`src/rtl/parallel_bus_master.sv`:
```
// Parallel bus master: sequences address and data beats with a setup/strobe/release handshake.
// Optional per-edge ack timeout is enabled by defining PARALLEL_BUS_MASTER_TIMEOUT_EN.
module parallel_bus_master #(
  parameter int BUS_WIDTH                    = 8,
  parameter int TRANSACTIONS_PER_ADDRESS_WORD = 2,
  parameter int TRANSACTIONS_PER_DATA_WORD    = 2,
  parameter int SETUP_CYCLES                 = 2,
  parameter int TIMEOUT_CYCLES               = 1023
) (
  input  logic                                            clock50,
  input  logic                                            reset,
  input  logic                                            start,
  input  logic                                            write,
  input  logic [TRANSACTIONS_PER_ADDRESS_WORD*BUS_WIDTH-1:0] address_word,
  input  logic [TRANSACTIONS_PER_DATA_WORD*BUS_WIDTH-1:0]    write_data_word,
  output logic                                            busy,
  output logic                                            done,
  output logic                                            timeout_error,
  output logic [TRANSACTIONS_PER_DATA_WORD*BUS_WIDTH-1:0]    read_data_word,
  output logic [BUS_WIDTH-1:0]                            bus_out,
  output logic                                            bus_oe,
  input  logic [BUS_WIDTH-1:0]                            bus_in,
  output logic                                            register_select,
  output logic                                            read,
  output logic                                            enable,
  input  logic                                            ack_valid
);

  localparam int TPA  = TRANSACTIONS_PER_ADDRESS_WORD;
  localparam int TPD  = TRANSACTIONS_PER_DATA_WORD;
  localparam int MAXB = (TPA > TPD) ? TPA : TPD;
  localparam int BW   = (MAXB > 1) ? $clog2(MAXB) : 1;
  localparam int SW   = (SETUP_CYCLES > 0) ? $clog2(SETUP_CYCLES + 1) : 1;

  localparam logic [BW-1:0] ADDR_LAST  = BW'(TPA - 1);
  localparam logic [BW-1:0] DATA_LAST  = BW'(TPD - 1);
  localparam logic [SW-1:0] SETUP_LAST = (SETUP_CYCLES > 0) ? SW'(SETUP_CYCLES - 1) : '0;

  localparam logic [2:0] IDLE    = 3'd0;
  localparam logic [2:0] SETUP   = 3'd1;
  localparam logic [2:0] STROBE  = 3'd2;
  localparam logic [2:0] RELEASE = 3'd3;
  localparam logic [2:0] FINISH  = 3'd4;

  logic [2:0]                      state;
  logic                            ack_meta, ack;
  logic                            wr_q;
  logic [TPA-1:0][BUS_WIDTH-1:0]   addr_q;
  logic [TPD-1:0][BUS_WIDTH-1:0]   wdata_q;
  logic [TPD-1:0][BUS_WIDTH-1:0]   rdata_q;
  logic                            phase;      // 0 = address beats, 1 = data beats
  logic [BW-1:0]                   beat;
  logic [SW-1:0]                   setup_cnt;
  logic [BW-1:0]                   addr_sel, data_sel;
  logic                            in_beat, last_beat, rd_beat;

  // Slices go out most significant first.
  assign addr_sel  = ADDR_LAST - beat;
  assign data_sel  = DATA_LAST - beat;
  assign in_beat   = (state == SETUP) || (state == STROBE) || (state == RELEASE);
  assign last_beat = phase && (beat == DATA_LAST);
  assign rd_beat   = phase && !wr_q;

`ifdef PARALLEL_BUS_MASTER_TIMEOUT_EN
  localparam int TW = $clog2(TIMEOUT_CYCLES + 1);
  logic [TW-1:0] to_cnt;
  logic          to_flag, waiting, leaving, to_hit;

  assign waiting = (state == STROBE) || (state == RELEASE);
  assign leaving = ((state == STROBE) && ack) || ((state == RELEASE) && !ack);
  assign to_hit  = waiting && !leaving && (to_cnt == TW'(TIMEOUT_CYCLES - 1));

  // Counts cycles spent waiting on one ack edge; cleared on every state change.
  always_ff @(posedge clock50) begin
    if (reset || !waiting || leaving || to_hit) to_cnt <= '0;
    else                                        to_cnt <= to_cnt + 1'b1;
  end

  assign timeout_error = (state == FINISH) && to_flag;
`else
  assign timeout_error = 1'b0;
`endif

  always_ff @(posedge clock50) begin
    if (reset) begin
      ack_meta  <= 1'b0;
      ack       <= 1'b0;
      state     <= IDLE;
      wr_q      <= 1'b0;
      addr_q    <= '0;
      wdata_q   <= '0;
      rdata_q   <= '0;
      phase     <= 1'b0;
      beat      <= '0;
      setup_cnt <= '0;
`ifdef PARALLEL_BUS_MASTER_TIMEOUT_EN
      to_flag   <= 1'b0;
`endif
    end else begin
      ack_meta <= ack_valid;
      ack      <= ack_meta;
      case (state)
        IDLE: begin
          if (start) begin
            wr_q      <= write;
            addr_q    <= address_word;
            wdata_q   <= write_data_word;
            rdata_q   <= '0;
            phase     <= 1'b0;
            beat      <= '0;
            setup_cnt <= '0;
`ifdef PARALLEL_BUS_MASTER_TIMEOUT_EN
            to_flag   <= 1'b0;
`endif
            state     <= SETUP;
          end
        end
        SETUP: begin
          if (setup_cnt == SETUP_LAST) begin
            setup_cnt <= '0;
            state     <= STROBE;
          end else begin
            setup_cnt <= setup_cnt + 1'b1;
          end
        end
        STROBE: begin
          if (ack) begin
            if (rd_beat) rdata_q[data_sel] <= bus_in;
            state <= RELEASE;
          end
`ifdef PARALLEL_BUS_MASTER_TIMEOUT_EN
          else if (to_hit) begin
            to_flag <= 1'b1;
            state   <= FINISH;
          end
`endif
        end
        RELEASE: begin
          if (!ack) begin
            if (last_beat) begin
              state <= FINISH;
            end else begin
              if (!phase && (beat == ADDR_LAST)) begin
                phase <= 1'b1;
                beat  <= '0;
              end else begin
                beat  <= beat + 1'b1;
              end
              state <= SETUP;
            end
          end
`ifdef PARALLEL_BUS_MASTER_TIMEOUT_EN
          else if (to_hit) begin
            to_flag <= 1'b1;
            state   <= FINISH;
          end
`endif
        end
        FINISH:  state <= IDLE;
        default: state <= IDLE;
      endcase
    end
  end

  // Beat signals decode straight from registered state so reset clears them next cycle.
  always_comb begin
    bus_out = '0;
    if (in_beat && !phase)      bus_out = addr_q[addr_sel];
    else if (in_beat && wr_q)   bus_out = wdata_q[data_sel];
  end

  assign register_select = in_beat && phase;
  assign read            = in_beat && rd_beat;
  assign bus_oe          = ~read;
  assign enable          = (state == STROBE);
  assign busy            = (state != IDLE);
  assign done            = (state == FINISH);
  assign read_data_word  = rdata_q;

endmodule

```
`config.mk`:
```
export PLATFORM = sky130hd
export DESIGN_NAME = parallel_bus_master
export DESIGN_NICKNAME = d
export VERILOG_FILES = /design/src/rtl/parallel_bus_master.sv
export SDC_FILE = /design/constraint.sdc
export NUM_CORES = 1
export LEC_CHECK = 0
export CORE_MARGIN = 5
export CORE_UTILIZATION = 47
export DETAILED_ROUTE_END_ITERATION = 12
export GPL_TIMING_DRIVEN = 0
export HOLD_SLACK_MARGIN = 0.05
export PLACE_DENSITY_LB_ADDON = 0.12
export SYNTH_ARGS = -nofsm -noshare
export SYNTH_HDL_FRONTEND = slang
export SYNTH_SLANG_ARGS = --single-unit
```
`constraint.sdc`:
```
create_clock -name clock50 -period 1.9 [get_ports clock50]
set_input_delay 0.285 -clock clock50 [delete_from_list [all_inputs] [get_ports clock50]]
set_output_delay 0.285 -clock clock50 [all_outputs]
set_load 0.02 [all_outputs]
```
==> impl_metrics.json, run 1 <==
{
  "status": "completed",
  "cpMostUsedCell": "buf_2",
  "routed_wl_um": 6980,
  "required_ps": 1620,
  "worstPathCellList": "buf_2 -> buf_8 -> mux2i_1 -> o22ai_1 -> buf_2",
  "finalCritPeriodShare_pct": 99.0,
  "area_delta_synth_final_pct": 41.9,
  "mostFrequentLayoutCell": "nand2_1",
  "die_h_um": 84.2,
  "skew_ps": 5.87,
  "groute.usage.overall_pct": 19.9,
  "swShare_pct": 25.8,
  "antennaDiodeCount": 0,
  "cts_root_buf": "clkbuf_8",
  "finalMaxSlewViolations": 0,
  "p_leak_nw": 1.27,
  "startpoint_type": "flop",
  "syn_avg_cell_area_um2": 8.26,
  "timing.fmax_ghz": 0.532,
  "synth_edf_count": 0,
  "synth-adder-area-share_pct": 0,
  "yosys.area_share.simple_pct": 22.4,
  "cts_tree": "done",
  "viasPerCell": 5.33,
  "rsz0062_at_grt": "yes",
  "arrival_ps": 1600,
  "cts_buffers": 9,
  "worstPathMaxFanout": 10,
  "dieArea_um2": 7080,
  "core-area_um2": 5440,
  "synth_fp_nets": 358,
  "cap_violations": 0,
  "hold_buffers": 0,
  "r2r_cells": 5,
  "hpwlAfterDp_um": 4950,
  "crit_type": "reg -> out",
  "synth_warnings": 0,
  "synth_compound_area_share_pct": 18.9,
  "synthFlopType": "dfxtp_1",
  "setup-tns-final_ps": 0,
  "yosys.area.top_type_share_pct": 44.9,
  "crit_buf_inv": 3,
  "p_per_area_nw_per_um2": 732,
  "post_cts_buffers": 0,
  "synth.distinct_cells": 38,
  "fin_ws_ps": 19.6,
  "vias": 2501,
  "seq_area_frac_synth_pct": 44.9,
  "crit_slowest_cell": "dfxtp_1",
  "fin_crit_ps": 1880,
  "synthMuxAreaShare_pct": 6.97,
  "async_flop_share_pct": 0,
  "h-tree-depth": 3,
  "fillCellCount": 468,
  "layout_common_cells": "nand2_1 (69), clkdlybuf4s50_1 (59), dfxtp_1 (54), a21oi_1 (53)",
  "internal_power_mw": 1.99,
  "relSlewSlack_pct": 64.5,
  "grt_max_degree": 12,
  "hold_path.class": "reg -> reg",
  "cts_max_path_buffers": 2,
  "grt_pass1_wl_um": 11400,
  "synth_top_cell_by_area": "dfxtp_1",
  "irDropWorstVdd_uv": 395,
  "clockPowerShare_pct": 36.8,
  "grt_overflow_total": 0,
  "dpl_worst_slack_ps": -470,
  "hold_viol": 0,
  "wire_per_inst_um": 14.9,
  "antenna_left": 0,
  "synth_top_family_by_area": "simple AND/OR/NAND/NOR gates",
  "ys_ff_latch": 58,
  "rows": 27,
  "drive_gt1_share_pct": 15.9,
  "syn_area_um2": 2580,
  "drt_iter0_drc": 116,
  "critPathTopFamily": "buffers and inverters",
  "cp.depth": 5,
  "min_path_cells": 1,
  "drc_errors": 0,
  "cp_slowest_stage_delay_ps": 300,
  "antenna_found_initial": 0,
  "portBuffers": 73,
  "place_congestion": 0.804,
  "synthTopCellsByArea": "dfxtp_1 (45%), a21oi_1 (10%), nand2_1 (10%)",
  "power_frac_comb_pct": 14.4,
  "end_kind": "output pin",
  "worstMarginPinSlew_ps": 531,
  "power.total_mw": 2.69,
  "holdWs_ps": 451,
  "io_pins": 76,
  "grt_pass1_vias": 2466,
  "clock_latency_ps": 330,
  "nNetsFinal": 438,
  "floorplan.initialDensity_pct": 47.5,
  "die_w_um": 84.2,
  "switchingPower_mw": 0.693,
  "synth_xor_area_share_pct": 0,
  "pwr-share-seq_pct": 48.8,
  "clk_pin_slew_ps": 60,
  "synth_cells": 313,
  "cts_sinks": 58,
  "setup_viol": 0,
  "first_pass_iters": 4
}
routing by layer:
metal  GRT usage, %  part of all wire, %  vias to the layer above
met1           23.5                   44                     1167
met4           6.58                  1.6                        0
met2           34.2                   49                       65
li1               -                    -                     1258
met5              0                    0                        -
met3           6.18                  5.9                       11
synthesized netlist by cell type, types with 2 or more instances:
cell type   n
nand3_1    16
nor2_1      5
mux2i_1    18
nor2b_1     5
nor3_1      2
clkbuf_1   15
a21oi_1    53
buf_2      14
o211ai_1   16
buf_6       2
or3_1       2
nand4b_1    2
o22ai_1     8
nand2_1    69
dfxtp_1    58
nor3b_1     4
nand2b_1    2
buf_4       2
power by group through the flow:
stage	Combinational [mW]	Clock, mW	Sequential [mW]
after detailed placement	0.374	0	1.33
after floorplan	0.210	0	1.32
after global placement	0.368	0	1.33
final	0.388	0.988	1.31
after CTS	0.384	1.00	1.31
after global routing	0.428	1.06	1.31
timing repair:
action	in CTS	in global routing
pin swaps	1	0
endpoints found under the setup margin	14	11
resized for setup	75	14
final timing paths:
path,slack [ps],from,endpoint
max,20,beat$_SDFFE_PP0P_,bus_out[1]
min,450,ack_meta$_SDFF_PP0_,ack$_SDFF_PP0_
max reg2reg,260,ack$_SDFF_PP0_,read_data_word[10]$_SDFFE_PP0P_
min reg2reg,450,ack_meta$_SDFF_PP0_,ack$_SDFF_PP0_
cell type report:
| class | count | area, um^2 | area share [%] |
|---|---|---|---|
| inverters | 2 | 12.5 | 0.341 |
| clock inverters | 3 | 15.0 | 0.409 |
| well taps | 72 | 90.1 | 2.46 |
| clock buffers | 12 | 155 | 4.23 |
| plain buffers | 29 | 169 | 4.61 |
| multi-input cells | 220 | 1350 | 36.8 |
| flip-flops and latches | 58 | 1170 | 31.9 |
| repair buffers | 73 | 704 | 19.2 |
cells by family (layout without fill, tap and decap cells):
family | after synthesis | count (layout)
compound gates | 83 | 83
buf+inv | 35 | 119
flops | 58 | 58
mux | 18 | 18
other cells | 1 | 1
simple gates | 118 | 118
through the flow:
step                instance area [um^2]  cells  util, %
finish                              3670    469     67.4
CTS                                 3630    470     66.8
floorplan                           2580    313        -
global route                        3670    469     67.4
global placement                    3410    458     62.6
detailed placement                  3410    458     62.6
flip-flops by register name (all words and copies together), names as in the netlist:
name,cells
wdata_q,16
ack_meta,1
beat,1
read_data_word,16
state,3
ack,1
setup_cnt,2
wr_q,1
addr_q,16
phase,1
(Power assumes the default switching activity.)
==> inputs of run 2 (changes only) <==
Settings changed: GPL_ROUTABILITY_DRIVEN set to 0.
==> results of run 2 <==
The final DEF is identical to that of run 1; final timing and power are the same.
==> inputs of run 3 (changes only) <==
Settings changed: CELL_PAD_IN_SITES_DETAIL_PLACEMENT set to 1, CELL_PAD_IN_SITES_GLOBAL_PLACEMENT set to 1, CORE_UTILIZATION 47 to 34, GPL_TIMING_DRIVEN 0 to unset.
==> run 3 against run 2 <==
Compared with the run above: worst hold slack worse by 22 ps; non-clock buffer count is 10 lower; utilization is 17 points lower; global-route usage is 2.1 points lower; routed wire length is 19% higher; critical path type unchanged; critical endpoint unchanged; largest cell class unchanged.
==> impl_metrics.json, run 3 (synthesis results as in run 1) <==
{
  "first_pass_iters": 4,
  "worst-r2r-setup-slack_ps": 190,
  "grt_overflow_total": 0,
  "antenna_left": 0,
  "status": "completed",
  "nNetsFinal": 428,
  "h-tree-depth": 3,
  "wl_met2_um": 4200,
  "grt_pass1_vias": 2806,
  "hpwlAfterDp_um": 5680,
  "arrival_ps": 1550,
  "finalCritPeriodShare_pct": 96.8,
  "cp_slowest_stage_delay_ps": 360,
  "m1WireLength_um": 3540,
  "worstPathMaxFanout": 24,
  "r2r_cells": 4,
  "seqCellArea_um2": 1160,
  "timing.rr.end": "read_data_word[9]$_SDFFE_PP0P_",
  "irDropWorstVdd_uv": 395,
  "hold_viol": 0,
  "die_w_um": 97.2,
  "skew_ps": 6.48,
  "dr_wl_met3_um": 443,
  "cap_violations": 0,
  "setup_viol": 0,
  "drt_iter0_drc": 72,
  "dpl_worst_slack_ps": -93.1,
  "groute.usage.overall_pct": 17.8,
  "multi_input_area_um2": 1310,
  "die_h_um": 97.2,
  "drive_gt1_share_pct": 15.2,
  "hold_buffers": 0,
  "antenna_found_initial": 0,
  "hold_path.class": "in -> reg",
  "wire_per_inst_um": 17.0,
  "crit_slowest_cell": "dfxtp_1",
  "critPathTopFamily": "buffers and inverters",
  "crit_buf_inv": 2,
  "placedCellCount": 471,
  "p_leak_nw": 1.31,
  "finalMaxSlewViolations": 0,
  "rows": 31,
  "cts_root_buf": "clkbuf_8",
  "r2r-start": "beat$_SDFFE_PP0P_",
  "rsz0062_at_grt": "yes",
  "vias": 2530,
  "clock_latency_ps": 330,
  "routed_wl_um": 8300,
  "p_per_area_nw_per_um2": 809,
  "viasPerCell": 5.20,
  "fillCellCount": 853,
  "fin_crit_ps": 1840,
  "dieArea_um2": 9450,
  "portBuffers": 74,
  "holdPathEnd": "addr_q[9]$_SDFFE_PP0P_",
  "io_pins": 76,
  "clk_pin_slew_ps": 70,
  "mostFrequentLayoutCell": "nand2_1",
  "floorplan.initialDensity_pct": 35.3,
  "cts_max_path_buffers": 2,
  "grt_pass1_wl_um": 13800,
  "area_delta_synth_final_pct": 43.9,
  "drc_errors": 0,
  "worstMarginPinSlew_ps": 567,
  "min_path_cells": 2,
  "top_layer_used": "met4",
  "cts_buffers": 9,
  "power.total_mw": 3.01,
  "grt_max_degree": 37,
  "cts_tree": "done",
  "hold_start": "reset",
  "layout_common_cells": "nand2_1 (69), clkdlybuf4s50_1 (59), dfxtp_1 (56), a21oi_1 (53)",
  "worstPathCellList": "buf_12 -> mux2i_1 -> o22ai_2 -> buf_4",
  "core-area_um2": 7330,
  "startpoint_type": "flop",
  "antennaDiodeCount": 0,
  "final_cells": 487,
  "end_kind": "output pin",
  "relSlewSlack_pct": 61.7,
  "cts_sinks": 58,
  "fin_ws_ps": 61.4,
  "timing.fmax_ghz": 0.544,
  "cp-startpoint": "beat$_SDFFE_PP0P_",
  "required_ps": 1620,
  "crit_type": "reg -> out"
}
run 3: cell types whose count changed in the layout (fill, tap and decap cells not counted), sizes merged:
| cell | change |
|---|---|
| buf | +1 |
| bufinv | +2 |
| clkbuf | -10 |
| clkinv | -1 |
| dlygate4sd2 | -1 |
run 3: area by class of cell:
type,instances,share of cell area [%]
Inverter,2,0.235
Timing Repair Buffer,92,23.8
Tap cell,99,3.33
Multi-Input combinational cell,220,35.2
Sequential cell,58,31.3
Clock inverter,4,1.98
Clock buffer,12,4.17
run 3: metrics by stage:
step	hold slack (ps)	TNS, ps	cell area (um^2)	utilization (%)
finish	430	0	3720	50.8
global placement	434	-429	3470	47.4
global route	429	-16.5	3720	50.8
detailed placement	430	-612	3470	47.4
floorplan	413	0	2580	-
CTS	418	-25.5	3670	50.1
run 3: metal layers:
| metal | global-route usage [%] | vias to the layer above |
|---|---|---|
| li1 | - | 1231 |
| met2 | 31.1 | 62 |
| met1 | 20.8 | 1227 |
| met4 | 4.97 | 0 |
| met3 | 5.81 | 10 |
| met5 | 0 | - |
run 3: worst max-delay path by stage:
stage                  to  depth (start not counted)  slack [ps]
2_1_floorplan        read                          3          10
3_5_place_dp   bus_out[5]                          4         -90
4_1_cts            bus_oe                          6         -20
5_1_grt        bus_out[5]                          6          -9
3_3_place_gp   bus_out[5]                          4         -70
6_report       bus_out[1]                          4          60
run 3: what timing repair did:
| item | CTS | global route |
|---|---|---|
| endpoints found under the hold margin | 0 | 0 |
| buffers inserted | 0 | 0 |
| resized for setup | 43 | 21 |
| endpoints found under the setup margin | 14 | 12 |
run 3: power breakdown:
group | switching (mW) | leakage [nW] | total, mW | internal, mW
registers | 0.0310 | 0.474 | 1.30 | 1.27
clock network | 0.491 | 0.117 | 1.30 | 0.811
logic | 0.209 | 0.717 | 0.407 | 0.198
total | 0.731 | 1.31 | 3.01 | 2.28
